## config.mk

```make
export PLATFORM = sky130hd
export DESIGN_NAME = ex_muldiv_unit_flat
export DESIGN_NICKNAME = d
export VERILOG_FILES = /design/src/rtl/ex_muldiv_unit_pkg.sv /design/src/rtl/ex_muldiv_unit_if.sv /design/src/rtl/muldiv_datapath.sv /design/src/rtl/ex_muldiv_unit.sv /design/src/flat_wrapper.sv
export SDC_FILE = /design/constraint.sdc
export NUM_CORES = 1
export LEC_CHECK = 0
export BUFFER_PORTS_ARGS = -buffer_cell sky130_fd_sc_hd__buf_4
export CORE_ASPECT_RATIO = 1.1
export CORE_MARGIN = 4
export CORE_UTILIZATION = 50
export DETAILED_ROUTE_END_ITERATION = 6
export MAX_ROUTING_LAYER = met4
export PLACE_DENSITY = 0.76
export REMOVE_ABC_BUFFERS = 1
export SETUP_SLACK_MARGIN = 0.3
export SYNTH_ARGS = -nofsm -noshare
export SYNTH_HDL_FRONTEND = slang
export SYNTH_SLANG_ARGS = --single-unit
```

## constraint.sdc

```tcl
create_clock -name clk -period 15.8 [get_ports clk]
set_input_delay 0.79 -clock clk [delete_from_list [all_inputs] [get_ports clk]]
set_output_delay 0.79 -clock clk [all_outputs]
set_load 0.01 [all_outputs]
```

## src/rtl/ex_muldiv_unit_pkg.sv

```systemverilog
// Shared definitions for the EX-stage multiply/divide engine: op codes,
// FSM states and operand classification helpers.
package ex_muldiv_unit_pkg;

  localparam int INSTR_WIDTH = 32;
  localparam int MD_WIDTH    = INSTR_WIDTH;
  localparam int MD_CNT_W    = 5;

  typedef enum logic [2:0] {
    MD_NONE  = 3'd0,
    MD_MULT  = 3'd1,
    MD_MULTU = 3'd2,
    MD_DIV   = 3'd3,
    MD_DIVU  = 3'd4
  } md_op_e;

  typedef enum logic [1:0] {
    IDLE = 2'd0,
    CALC = 2'd1,
    DONE = 2'd2
  } md_state_e;

  function automatic logic is_md_op(input logic [2:0] op);
    logic res;
    case (op)
      MD_MULT, MD_MULTU, MD_DIV, MD_DIVU: res = 1'b1;
      default:                            res = 1'b0;
    endcase
    return res;
  endfunction

  function automatic logic is_div_op(input logic [2:0] op);
    return (op == MD_DIV) || (op == MD_DIVU);
  endfunction

  function automatic logic is_signed_op(input logic [2:0] op);
    return (op == MD_MULT) || (op == MD_DIV);
  endfunction

endpackage

```

## src/rtl/ex_muldiv_unit_if.sv

```systemverilog
// Pipeline-side bundle of the multiply/divide engine: ID/EX operands and
// opcode, MTHI/MTLO writes, and stall/result/HI/LO back to the pipeline.
interface ex_muldiv_unit_if #(
  parameter int WIDTH = ex_muldiv_unit_pkg::MD_WIDTH
);
  logic [2:0]       op_i;
  logic [WIDTH-1:0] rs_data_i;
  logic [WIDTH-1:0] rt_data_i;
  logic             hold_i;
  logic             flush_i;
  logic             whi_i;
  logic             wlo_i;
  logic [WIDTH-1:0] wdata_i;
  logic             stall_o;
  logic             busy_o;
  logic             done_o;
  logic [WIDTH-1:0] hi_o;
  logic [WIDTH-1:0] lo_o;

  modport master (
    output op_i, rs_data_i, rt_data_i, hold_i, flush_i, whi_i, wlo_i, wdata_i,
    input  stall_o, busy_o, done_o, hi_o, lo_o
  );

  modport slave (
    input  op_i, rs_data_i, rt_data_i, hold_i, flush_i, whi_i, wlo_i, wdata_i,
    output stall_o, busy_o, done_o, hi_o, lo_o
  );
endinterface

```

## src/rtl/muldiv_datapath.sv

```systemverilog
// Iterative datapath: radix-2 shift-add multiply and restoring divide on
// operand magnitudes, with sign fix-up applied to the final iteration's value.
module muldiv_datapath import ex_muldiv_unit_pkg::*; #(
  parameter int WIDTH = MD_WIDTH
) (
  input  logic             clk,
  input  logic             rst,
  input  logic             load,
  input  logic             step,
  input  logic [2:0]       op,
  input  logic [WIDTH-1:0] opa,
  input  logic [WIDTH-1:0] opb,
  output logic [WIDTH-1:0] res_hi,
  output logic [WIDTH-1:0] res_lo
);

  logic             signed_s, div_s, a_neg_s, b_neg_s;
  logic [WIDTH-1:0] a_mag_s, b_mag_s;
  logic [WIDTH-1:0] acc_hi_r, acc_lo_r, opd_r, raw_a_r;
  logic             div_r, neg_res_r, neg_rem_r, b_zero_r;
  logic [WIDTH:0]   mul_sum_s, div_shift_s, div_trial_s;
  logic [WIDTH-1:0] hi_nx_s, lo_nx_s;
  logic [2*WIDTH-1:0] prod_s;

  // Operand classification and magnitudes at issue
  always_comb begin
    signed_s = is_signed_op(op);
    div_s    = is_div_op(op);
    a_neg_s  = signed_s & opa[WIDTH-1];
    b_neg_s  = signed_s & opb[WIDTH-1];
    a_mag_s  = a_neg_s ? ({WIDTH{1'b0}} - opa) : opa;
    b_mag_s  = b_neg_s ? ({WIDTH{1'b0}} - opb) : opb;
  end

  // One iteration: {acc_hi, acc_lo} is the product/remainder-quotient pair
  always_comb begin
    mul_sum_s   = {1'b0, acc_hi_r} + (acc_lo_r[0] ? {1'b0, opd_r} : {(WIDTH+1){1'b0}});
    div_shift_s = {acc_hi_r, acc_lo_r[WIDTH-1]};
    div_trial_s = div_shift_s - {1'b0, opd_r};
    if (div_r) begin
      if (!div_trial_s[WIDTH]) begin
        hi_nx_s = div_trial_s[WIDTH-1:0];
        lo_nx_s = {acc_lo_r[WIDTH-2:0], 1'b1};
      end else begin
        hi_nx_s = div_shift_s[WIDTH-1:0];
        lo_nx_s = {acc_lo_r[WIDTH-2:0], 1'b0};
      end
    end else begin
      hi_nx_s = mul_sum_s[WIDTH:1];
      lo_nx_s = {mul_sum_s[0], acc_lo_r[WIDTH-1:1]};
    end
  end

  // Sign fix-up; the top samples this only on the last iteration
  always_comb begin
    prod_s = {hi_nx_s, lo_nx_s};
    if (neg_res_r) begin
      prod_s = {(2*WIDTH){1'b0}} - prod_s;
    end else begin
      prod_s = {hi_nx_s, lo_nx_s};
    end
    if (!div_r) begin
      res_hi = prod_s[2*WIDTH-1:WIDTH];
      res_lo = prod_s[WIDTH-1:0];
    end else if (b_zero_r) begin
      res_hi = raw_a_r;
      res_lo = {WIDTH{1'b1}};
    end else begin
      res_hi = neg_rem_r ? ({WIDTH{1'b0}} - hi_nx_s) : hi_nx_s;
      res_lo = neg_res_r ? ({WIDTH{1'b0}} - lo_nx_s) : lo_nx_s;
    end
  end

  // Operand latch at issue, then accumulator update per CALC cycle
  always_ff @(posedge clk or posedge rst) begin
    if (rst) begin
      acc_hi_r  <= {WIDTH{1'b0}};
      acc_lo_r  <= {WIDTH{1'b0}};
      opd_r     <= {WIDTH{1'b0}};
      raw_a_r   <= {WIDTH{1'b0}};
      div_r     <= 1'b0;
      neg_res_r <= 1'b0;
      neg_rem_r <= 1'b0;
      b_zero_r  <= 1'b0;
    end else if (load) begin
      acc_hi_r  <= {WIDTH{1'b0}};
      acc_lo_r  <= div_s ? a_mag_s : b_mag_s;
      opd_r     <= div_s ? b_mag_s : a_mag_s;
      raw_a_r   <= opa;
      div_r     <= div_s;
      neg_res_r <= a_neg_s ^ b_neg_s;
      neg_rem_r <= a_neg_s;
      b_zero_r  <= (opb == {WIDTH{1'b0}});
    end else if (step) begin
      acc_hi_r  <= hi_nx_s;
      acc_lo_r  <= lo_nx_s;
    end
  end

endmodule

```

## src/rtl/ex_muldiv_unit.sv

```systemverilog
// EX-stage multiply/divide unit: issue/iterate/done FSM, pipeline stall,
// and the architectural HI/LO registers with MTHI/MTLO writes.
module ex_muldiv_unit import ex_muldiv_unit_pkg::*; #(
  parameter int WIDTH = MD_WIDTH,
  parameter int CNT_W = MD_CNT_W
) (
  input logic             clk,
  input logic             rst,
  ex_muldiv_unit_if.slave bus
);

  md_state_e        state_r, state_nx_s;
  logic [CNT_W-1:0] cnt_r;
  logic [WIDTH-1:0] hi_r, lo_r;
  logic [WIDTH-1:0] res_hi_s, res_lo_s;
  logic             start_s, calc_s, commit_s;

  // Issue and final-iteration detection; reset masks a pending issue
  always_comb begin
    calc_s   = (state_r == CALC);
    start_s  = ~rst & (state_r == IDLE) & is_md_op(bus.op_i) & ~bus.flush_i;
    commit_s = calc_s & ~bus.flush_i & (cnt_r == CNT_W'(WIDTH-1));
  end

  // Next-state logic
  always_comb begin
    state_nx_s = state_r;
    case (state_r)
      IDLE: begin
        if (start_s) state_nx_s = CALC;
        else         state_nx_s = IDLE;
      end
      CALC: begin
        if (bus.flush_i) state_nx_s = IDLE;
        else if (commit_s) state_nx_s = DONE;
        else             state_nx_s = CALC;
      end
      DONE: begin
        // Holding in DONE keeps the still-present op from re-issuing
        if (bus.hold_i) state_nx_s = DONE;
        else            state_nx_s = IDLE;
      end
      default: state_nx_s = IDLE;
    endcase
  end

  // State register
  always_ff @(posedge clk or posedge rst) begin
    if (rst) state_r <= IDLE;
    else     state_r <= state_nx_s;
  end

  // Iteration counter
  always_ff @(posedge clk or posedge rst) begin
    if (rst)          cnt_r <= {CNT_W{1'b0}};
    else if (start_s) cnt_r <= {CNT_W{1'b0}};
    else if (calc_s)  cnt_r <= cnt_r + CNT_W'(1);
    else              cnt_r <= {CNT_W{1'b0}};
  end

  // HI/LO: result commit wins; MTHI/MTLO only land while idle
  always_ff @(posedge clk or posedge rst) begin
    if (rst) begin
      hi_r <= {WIDTH{1'b0}};
      lo_r <= {WIDTH{1'b0}};
    end else if (commit_s) begin
      hi_r <= res_hi_s;
      lo_r <= res_lo_s;
    end else if (state_r == IDLE) begin
      if (bus.whi_i) hi_r <= bus.wdata_i;
      if (bus.wlo_i) lo_r <= bus.wdata_i;
    end
  end

  muldiv_datapath #(.WIDTH(WIDTH)) u_datapath (
    .clk    (clk),
    .rst    (rst),
    .load   (start_s),
    .step   (calc_s),
    .op     (bus.op_i),
    .opa    (bus.rs_data_i),
    .opb    (bus.rt_data_i),
    .res_hi (res_hi_s),
    .res_lo (res_lo_s)
  );

  assign bus.stall_o = start_s | (calc_s & ~bus.flush_i);
  assign bus.busy_o  = calc_s;
  assign bus.done_o  = (state_r == DONE);
  assign bus.hi_o    = hi_r;
  assign bus.lo_o    = lo_r;

endmodule

```

## src/flat_wrapper.sv

```systemverilog
// flat-port wrapper written by rule: the top's interface ports become plain ports
module ex_muldiv_unit_flat import ex_muldiv_unit_pkg::*;
#(
  parameter int WIDTH = MD_WIDTH,
  parameter int CNT_W = MD_CNT_W
)
  (clk, rst, bus_op_i, bus_rs_data_i, bus_rt_data_i, bus_hold_i, bus_flush_i, bus_whi_i, bus_wlo_i, bus_wdata_i, bus_stall_o, bus_busy_o, bus_done_o, bus_hi_o, bus_lo_o);
  ex_muldiv_unit_if #(.WIDTH(WIDTH)) bus_i ();
  input logic clk;
  input logic rst;
  input wire logic [$bits(bus_i.op_i)-1:0] bus_op_i;
  input wire logic [$bits(bus_i.rs_data_i)-1:0] bus_rs_data_i;
  input wire logic [$bits(bus_i.rt_data_i)-1:0] bus_rt_data_i;
  input wire logic [$bits(bus_i.hold_i)-1:0] bus_hold_i;
  input wire logic [$bits(bus_i.flush_i)-1:0] bus_flush_i;
  input wire logic [$bits(bus_i.whi_i)-1:0] bus_whi_i;
  input wire logic [$bits(bus_i.wlo_i)-1:0] bus_wlo_i;
  input wire logic [$bits(bus_i.wdata_i)-1:0] bus_wdata_i;
  output wire logic [$bits(bus_i.stall_o)-1:0] bus_stall_o;
  output wire logic [$bits(bus_i.busy_o)-1:0] bus_busy_o;
  output wire logic [$bits(bus_i.done_o)-1:0] bus_done_o;
  output wire logic [$bits(bus_i.hi_o)-1:0] bus_hi_o;
  output wire logic [$bits(bus_i.lo_o)-1:0] bus_lo_o;
  assign bus_i.op_i = bus_op_i;
  assign bus_i.rs_data_i = bus_rs_data_i;
  assign bus_i.rt_data_i = bus_rt_data_i;
  assign bus_i.hold_i = bus_hold_i;
  assign bus_i.flush_i = bus_flush_i;
  assign bus_i.whi_i = bus_whi_i;
  assign bus_i.wlo_i = bus_wlo_i;
  assign bus_i.wdata_i = bus_wdata_i;
  assign bus_stall_o = bus_i.stall_o;
  assign bus_busy_o = bus_i.busy_o;
  assign bus_done_o = bus_i.done_o;
  assign bus_hi_o = bus_i.hi_o;
  assign bus_lo_o = bus_i.lo_o;
  ex_muldiv_unit #(.WIDTH(WIDTH), .CNT_W(CNT_W)) u_core (.clk(clk), .rst(rst), .bus(bus_i));
endmodule
```

==> results of run 1 <==
## registers in the layout, summed over array words and instances (netlist names)
signal and flops:
u_core.u_datapath.neg_rem_r 1, u_core.u_datapath.div_r 1, u_core.u_datapath.opd_r 32, u_core.u_datapath.raw_a_r 32, u_core.u_datapath.acc_hi_r 32, u_core.state_r 2
u_core.u_datapath.b_zero_r 1, u_core.u_datapath.acc_lo_r 32, u_core.bus.lo_o 32, u_core.bus.hi_o 32, u_core.cnt_r 5, u_core.u_datapath.neg_res_r 1
## cell usage after synthesis (29+ instances only)
library cell | n | share of area, %
dfrtp_1 | 203 | 27
o21ai_0 | 232 | 6.1
and2_1 | 52 | 1.7
xnor2_1 | 98 | 4.5
inv_1 | 72 | 1.4
nor3_1 | 61 | 1.6
ha_1 | 70 | 4.6
nor2_1 | 173 | 3.4
nand2_1 | 431 | 8.6
or3_1 | 29 | 0.96
a21oi_1 | 167 | 4.4
o211ai_1 | 74 | 2.9
mux2i_1 | 58 | 3.1
clkbuf_1 | 119 | 2.4
a31oi_1 | 29 | 0.96
xor2_1 | 67 | 3.1
nand3_1 | 103 | 2.7
## per-layer routing
metal  part of all wire (%)  up-vias  global-route usage, %
li1                       -     9372                      -
met1                     40     9929                   46.8
met2                     44     1149                   53.8
met3                    8.5      262                   5.25
met4                    7.8        0                   22.7
met5                      0        -                      -
## report_power, final
part           total, W  internal, W  switching (W)
registers      0.000847     0.000665       0.000182
logic           0.00275     0.000962        0.00178
clock network  0.000680     0.000420       0.000260
## path summary, 6_finish.rpt
check / from / end / cells after the start / slack, ns
setup reg to reg: u_core.u_datapath.acc_hi_r[18]$_DFFE_PP0P_ / u_core.bus.hi_o[18]$_DFFE_PP0P_ / 21 / 7.68
hold / removal: rst / u_core.state_r[1]$_DFF_PP0_ / 2 / 0.43
min in group clk: bus_flush_i / u_core.state_r[0]$_DFF_PP0_ / 2 / 0.46
hold reg to reg: u_core.u_datapath.raw_a_r[28]$_DFFE_PP0P_ / u_core.u_datapath.raw_a_r[28]$_DFFE_PP0P_ / 2 / 0.47
max in group asynchronous: rst / u_core.u_datapath.div_r$_DFFE_PP0P_ / 3 / 13.70
setup / recovery: u_core.u_datapath.acc_hi_r[18]$_DFFE_PP0P_ / u_core.bus.hi_o[18]$_DFFE_PP0P_ / 21 / 7.68
## area by class of cell
cell class                 instances  area, sq um  area share (%)
clock inverter                    17          263            1.23
timing repair buffer             202         1520            7.08
antenna                            1         2.50          0.0117
tap                              494          618            2.88
sequential                       203         5080            23.7
clock buffer                      31          709            3.31
inverter                          74          285            1.33
multi-input combinational       2096        13000            60.4
## through the flow
stage	worst slack [ns]	instances	hold WS [ns]
floorplan	7.12	2373	0.433
global placement	8.22	3069	0.446
detailed placement	7.99	3069	0.457
CTS	7.98	3117	0.447
global route	7.44	3118	0.466
finish	7.68	3118	0.426
## cells by family after synthesis
logic type               count (synthesis)
buffers and inverters                  232
multiplexers                            67
adder cells (fa/ha/maj)                 72
flip-flops                             203
XOR/XNOR                               165
AO/OA/AOI/OAI                          787
AND/OR/NAND/NOR                       1005
==> results.yml, run 1 <==
outcome:
  status: "finished with violations"
  violations: "DRC"
timing:
  finClkSkew_ns: 0.0112
  finalSetupTns_ns: 0
  clock.fmax_mhz: 123
  tightest_slew_ns: 1.17
  slew_headroom_pct: 22.1
  setup_viol: 0
  maxSlewViolCount: 0
  post-route-period-util_pct: 51.4
  rsz0062_at_grt: "false"
  finalHoldViolCount: 0
  post-route-min-period_ns: 8.12
place:
  port_buffers: 171
  gp_congestion: 1.02
  place_area_sq_mm: 0.0205
  dp_hpwl_microns: 56400
yosys:
  synth_compound_gate_area_share_pct: 27.4
  synthMuxAreaShare_pct: 3.61
  synth_xor_area_share_pct: 7.64
  synth_ff_type: "dfrtp_1"
  ys_seq_area_share_pct: 26.9
  synth_top_family_by_area: "compound AO/OA/AOI/OAI gates"
  synth_simple_gate_area_share_pct: 24.8
  synth_area_sq_mm: 0.0189
  synth.distinct_cells: 99
  synth_fa_ha_area_share_pct: 4.84
  syn_avg_cell_area_sq_um: 7.47
  synth_edf_count: 0
  syn-instance-count: 2531
  ys_warn_count: 0
  async_flop_share_pct: 100
  synth_seq_cells: 203
global_route:
  antenna_found_initial: 2
  grt_pass1_wl_microns: 115000
  grt_max_degree: 138
  grt_pass1_vias: 19583
  grtUsageTotal_pct: 36.2
  gr-total-overflow: 0
worst_setup_path:
  cp.arrival_ns: 8.59
  cp-start-kind: "flop"
  endpoint_kind: "flop"
  slowest_stage: "nand2_1"
  crit_chain: "ha_1 > a21oi_2 > o21ai_1 > a2111oi_4 > o31a_2 > nand3_2 > nand2_1 > nor2_1 > a21oi_1 > ha_1 > nor3b_1 > o221ai_1 > or4_1 > nor2_1 > o2111ai_1 > or3_1 > a2111o_1 > o31ai_1 > xor2_1 > nor2_1 > o22ai_1"
  critical-path-max-stage-delay_ns: 0.76
  crit_type: "flop to flop"
  critPathMaxFanout: 24
  cp.buffers_inverters: 0
  path_common_cell: "nor2_1"
  critical_path_required_ns: 16.27
  worst_path_dominant_cell_family: "simple AND/OR/NAND/NOR gates"
drt:
  drt_pre_antenna_iters: 7
  routedWlPerCell_microns: 24.3
  ant_nets: 0
  vias: 20712
  wl_microns: 75700
  drc_errors: 3
  drt_iter0_markers: 2460
  detail_route.vias_per_cell: 6.64
clock_tree:
  cts_buffers: 26
  cts-resized-gates: 0
  cts_sinks: 203
  postCtsSetupBuffers: 0
  cts_tree: "done"
  cts_max_path_buffers: 3
  clkLatencyLatePin_ns: 0.55
  clk_pin_slew_worst_paths_ns: 0.07
  hold_buffers: 0
  htreeDepth: 1
  clockRootBuffer: "clkbuf_16"
floorplan:
  core_area_sq_mm: 0.0372
  std_cell_rows: 74
  die_w_microns: 193
  die-area_sq_mm: 0.0410
  initial_core_util_pct: 50.8
  die_h_microns: 212
  io_pins: 172
power:
  vdd_drop_max_mv: 0.136
  power_density_mw_per_mm2: 199
  p_total_w: 0.00427
  p_leak_nw: 8.99
layout:
  final_cell_mix: "nand2_1 (430), o21ai_0 (232), buf_4 (202), dfrtp_1 (202), nor2_1 (173)"
  layout_commonest_cell: "nand2_1"
  drive_above_1_share_pct: 12.0
  area_growth_syn_to_layout_pct: 13.3
  utilization_pct: 57.6
  final_cell_area_sq_mm: 0.0214
  nFillCells: 3454
  finalNetCount: 2780
min_path:
  hold_class: "input pin to async pin"
flow_run:
  cap_violations: 0
(Power assumes the default switching activity.)
==> run 2, diff against run 1 <==
PLACE_DENSITY = 0.79   (was 0.76)
clock period = 7.24 ns   (was 15.8 ns; I/O delays follow)
==> results.yml, run 2 (same netlist as run 1, synthesis figures left out) <==
drt:
  drc_errors: 0
  routedWlPerCell_microns: 24.3
  detail_route.vias_per_cell: 6.64
  wl_microns: 75900
  drt_iter0_markers: 2371
  ant_nets: 0
  vias: 20766
  drt_pre_antenna_iters: 6
global_route:
  antenna_found_initial: 3
  gr-total-overflow: 0
  grt.met1_usage_pct: 47.7
  gr-usage-met2_pct: 54.6
  grt_pass1_wl_microns: 115000
  grt_pass1_vias: 19332
  grtUsageTotal_pct: 36.4
  grt_max_degree: 142
  top_usage_layer: "met2"
  met3_usage_pct: 4.80
power:
  comb_power_share_pct: 64.3
  p_total_w: 0.00944
  swShare_pct: 51.7
  power.sequential.fraction_pct: 19.3
  power_density_mw_per_mm2: 438
  vdd_drop_max_mv: 0.323
  pwr-share-clk_pct: 16.4
  cell_internal_pwr_w: 0.00456
  p_switching_w: 0.00488
  p_leak_nw: 9.05
layout:
  layout_commonest_cell: "nand2_1"
  drive_above_1_share_pct: 12.2
  finalNonFillerCells: 3126
  area_growth_syn_to_layout_pct: 13.9
  utilization_pct: 57.9
  finalNetCount: 2786
  final_cell_mix: "nand2_1 (430), o21ai_0 (232), buf_4 (207), dfrtp_1 (202), nor2_1 (173)"
timing:
  finClkSkew_ns: 0.0189
  post-route-min-period_ns: 6.44
  finalHoldViolCount: 0
  post-route-period-util_pct: 88.9
  setup_viol: 0
  tightest_slew_ns: 1.26
  maxSlewViolCount: 0
  worst_slack_ns: 0.803
  slew_headroom_pct: 14.9
  clock.fmax_mhz: 155
  rsz0062_at_grt: "false"
worst_setup_path:
  slowest_stage: "or4_1"
  critical-path-max-stage-delay_ns: 0.69
  crit_chain: "ha_1 > and4_4 > nor4b_4 > o211ai_4 > a211oi_4 > o21ai_2 > nand2_1 > nor2_1 > a21oi_1 > ha_1 > nor3b_1 > o221ai_1 > or4_1 > nor2_1 > o2111ai_1 > or3_1 > buf_4 > nor3_1 > a41oi_1 > nand3_1 > o211ai_1 > a211oi_1"
  cp.arrival_ns: 6.91
  critPathMaxFanout: 13
  endpoint_kind: "flop"
  cp-start-kind: "flop"
  critical_path_required_ns: 7.72
  crit_type: "flop to flop"
floorplan:
  core_area_sq_mm: 0.0372
  std_cell_rows: 74
  die-area_sq_mm: 0.0410
  die_w_microns: 193
  die_h_microns: 212
  initial_core_util_pct: 50.8
  io_pins: 172
clock_tree:
  cts_tree: "done"
  clk_pin_slew_worst_paths_ns: 0.06
  cts_sinks: 203
  htreeDepth: 1
  clockRootBuffer: "clkbuf_16"
  hold_buffers: 0
  cts_buffers: 26
  clkLatencyLatePin_ns: 0.57
  cts_max_path_buffers: 3
place:
  port_buffers: 171
  place_inst: 3073
  dp_hpwl_microns: 57000
  gp_congestion: 1.02
  pre_cts_ws_ns: 0.845
flow_run:
  cap_violations: 0
outcome:
  status: "finished clean"
min_path:
  hold_class: "input pin to flop"
-- run 2: cell count changes in the layout (fill, tap and decap cells not counted) --
cell        previous run  this run
o21ai_2                1         2
clkinv_4               3         1
buf_12                 0         1
a2111oi_1              1         0
a2111oi_0              4         5
o21ai_1                7         6
diode_2                1         3
bufinv_16              6         8
clkinv_2               5         4
clkbuf_1               1         3
clkbuf_8               4         5
clkinvlp_4             2         0
buf_4                202       207
-- run 2: what timing repair did --
item	4_1_cts	5_1_grt
endpoints found under the setup margin	0	4
resized for setup	0	1
setup buffers	0	2
-- run 2: path summary, 6_finish.rpt --
check / startpoint / end / slack, ns / cells past startpoint
worst max-delay path: u_core.u_datapath.acc_hi_r[18]$_DFFE_PP0P_ / u_core.bus.hi_o[16]$_DFFE_PP0P_ / 0.80 / 22
worst min-delay path: bus_rs_data_i[30] / u_core.u_datapath.raw_a_r[30]$_DFFE_PP0P_ / 0.02 / 3
worst max register to register: u_core.u_datapath.acc_hi_r[18]$_DFFE_PP0P_ / u_core.bus.hi_o[16]$_DFFE_PP0P_ / 0.80 / 22
worst min register to register: u_core.u_datapath.raw_a_r[19]$_DFFE_PP0P_ / u_core.u_datapath.raw_a_r[19]$_DFFE_PP0P_ / 0.48 / 2
max in group asynchronous: rst / u_core.bus.hi_o[9]$_DFFE_PP0P_ / 5.60 / 3
min in group asynchronous: rst / u_core.bus.lo_o[8]$_DFFE_PP0P_ / 0.04 / 2
-- run 2: power by group through the flow --
stage	Clock (W)	Combinational (W)	Sequential, W
floorplan	0	0.00400	0.00179
global placement	0	0.00581	0.00180
detailed placement	0	0.00586	0.00182
CTS	0.00156	0.00590	0.00180
global route	0.00161	0.00654	0.00186
finish	0.00155	0.00607	0.00182
-- run 2: critical path: cells and delay by family, from the launching register on --
| family | cells | cell delay, ns |
|---|---|---|
| compound gates | 9 | 1.90 |
| flops | 1 | 0.43 |
| fa+ha+maj | 2 | 0.76 |
| buf+inv | 1 | 0.25 |
| simple gates | 10 | 3.02 |
-- run 2: through the flow --
step	setup TNS, ns	hold WS, ns	cell area (sq um)
6_report	0	0.0195	21500
5_1_grt	0	0.0229	21500
4_1_cts	0	0.00375	21500
3_5_place_dp	0	0.454	20500
3_3_place_gp	0	0.448	20500
2_1_floorplan	-19.37	0.433	18300
-- run 2: area by class of cell --
type,count,area (sq um)
tap,494,618
timing repair buffer,208,1570
inverter,74,285
multi-input combinational,2096,13000
clock buffer,34,731
antenna,3,7.51
sequential,203,5080
fill,3540,15700
clock inverter,14,285
-- run 2: metal layers --
metal,wire [microns],vias up
met4,5140,0
met5,0,-
met2,33700,1193
met1,30800,9982
li1,-,9383
met3,6320,208
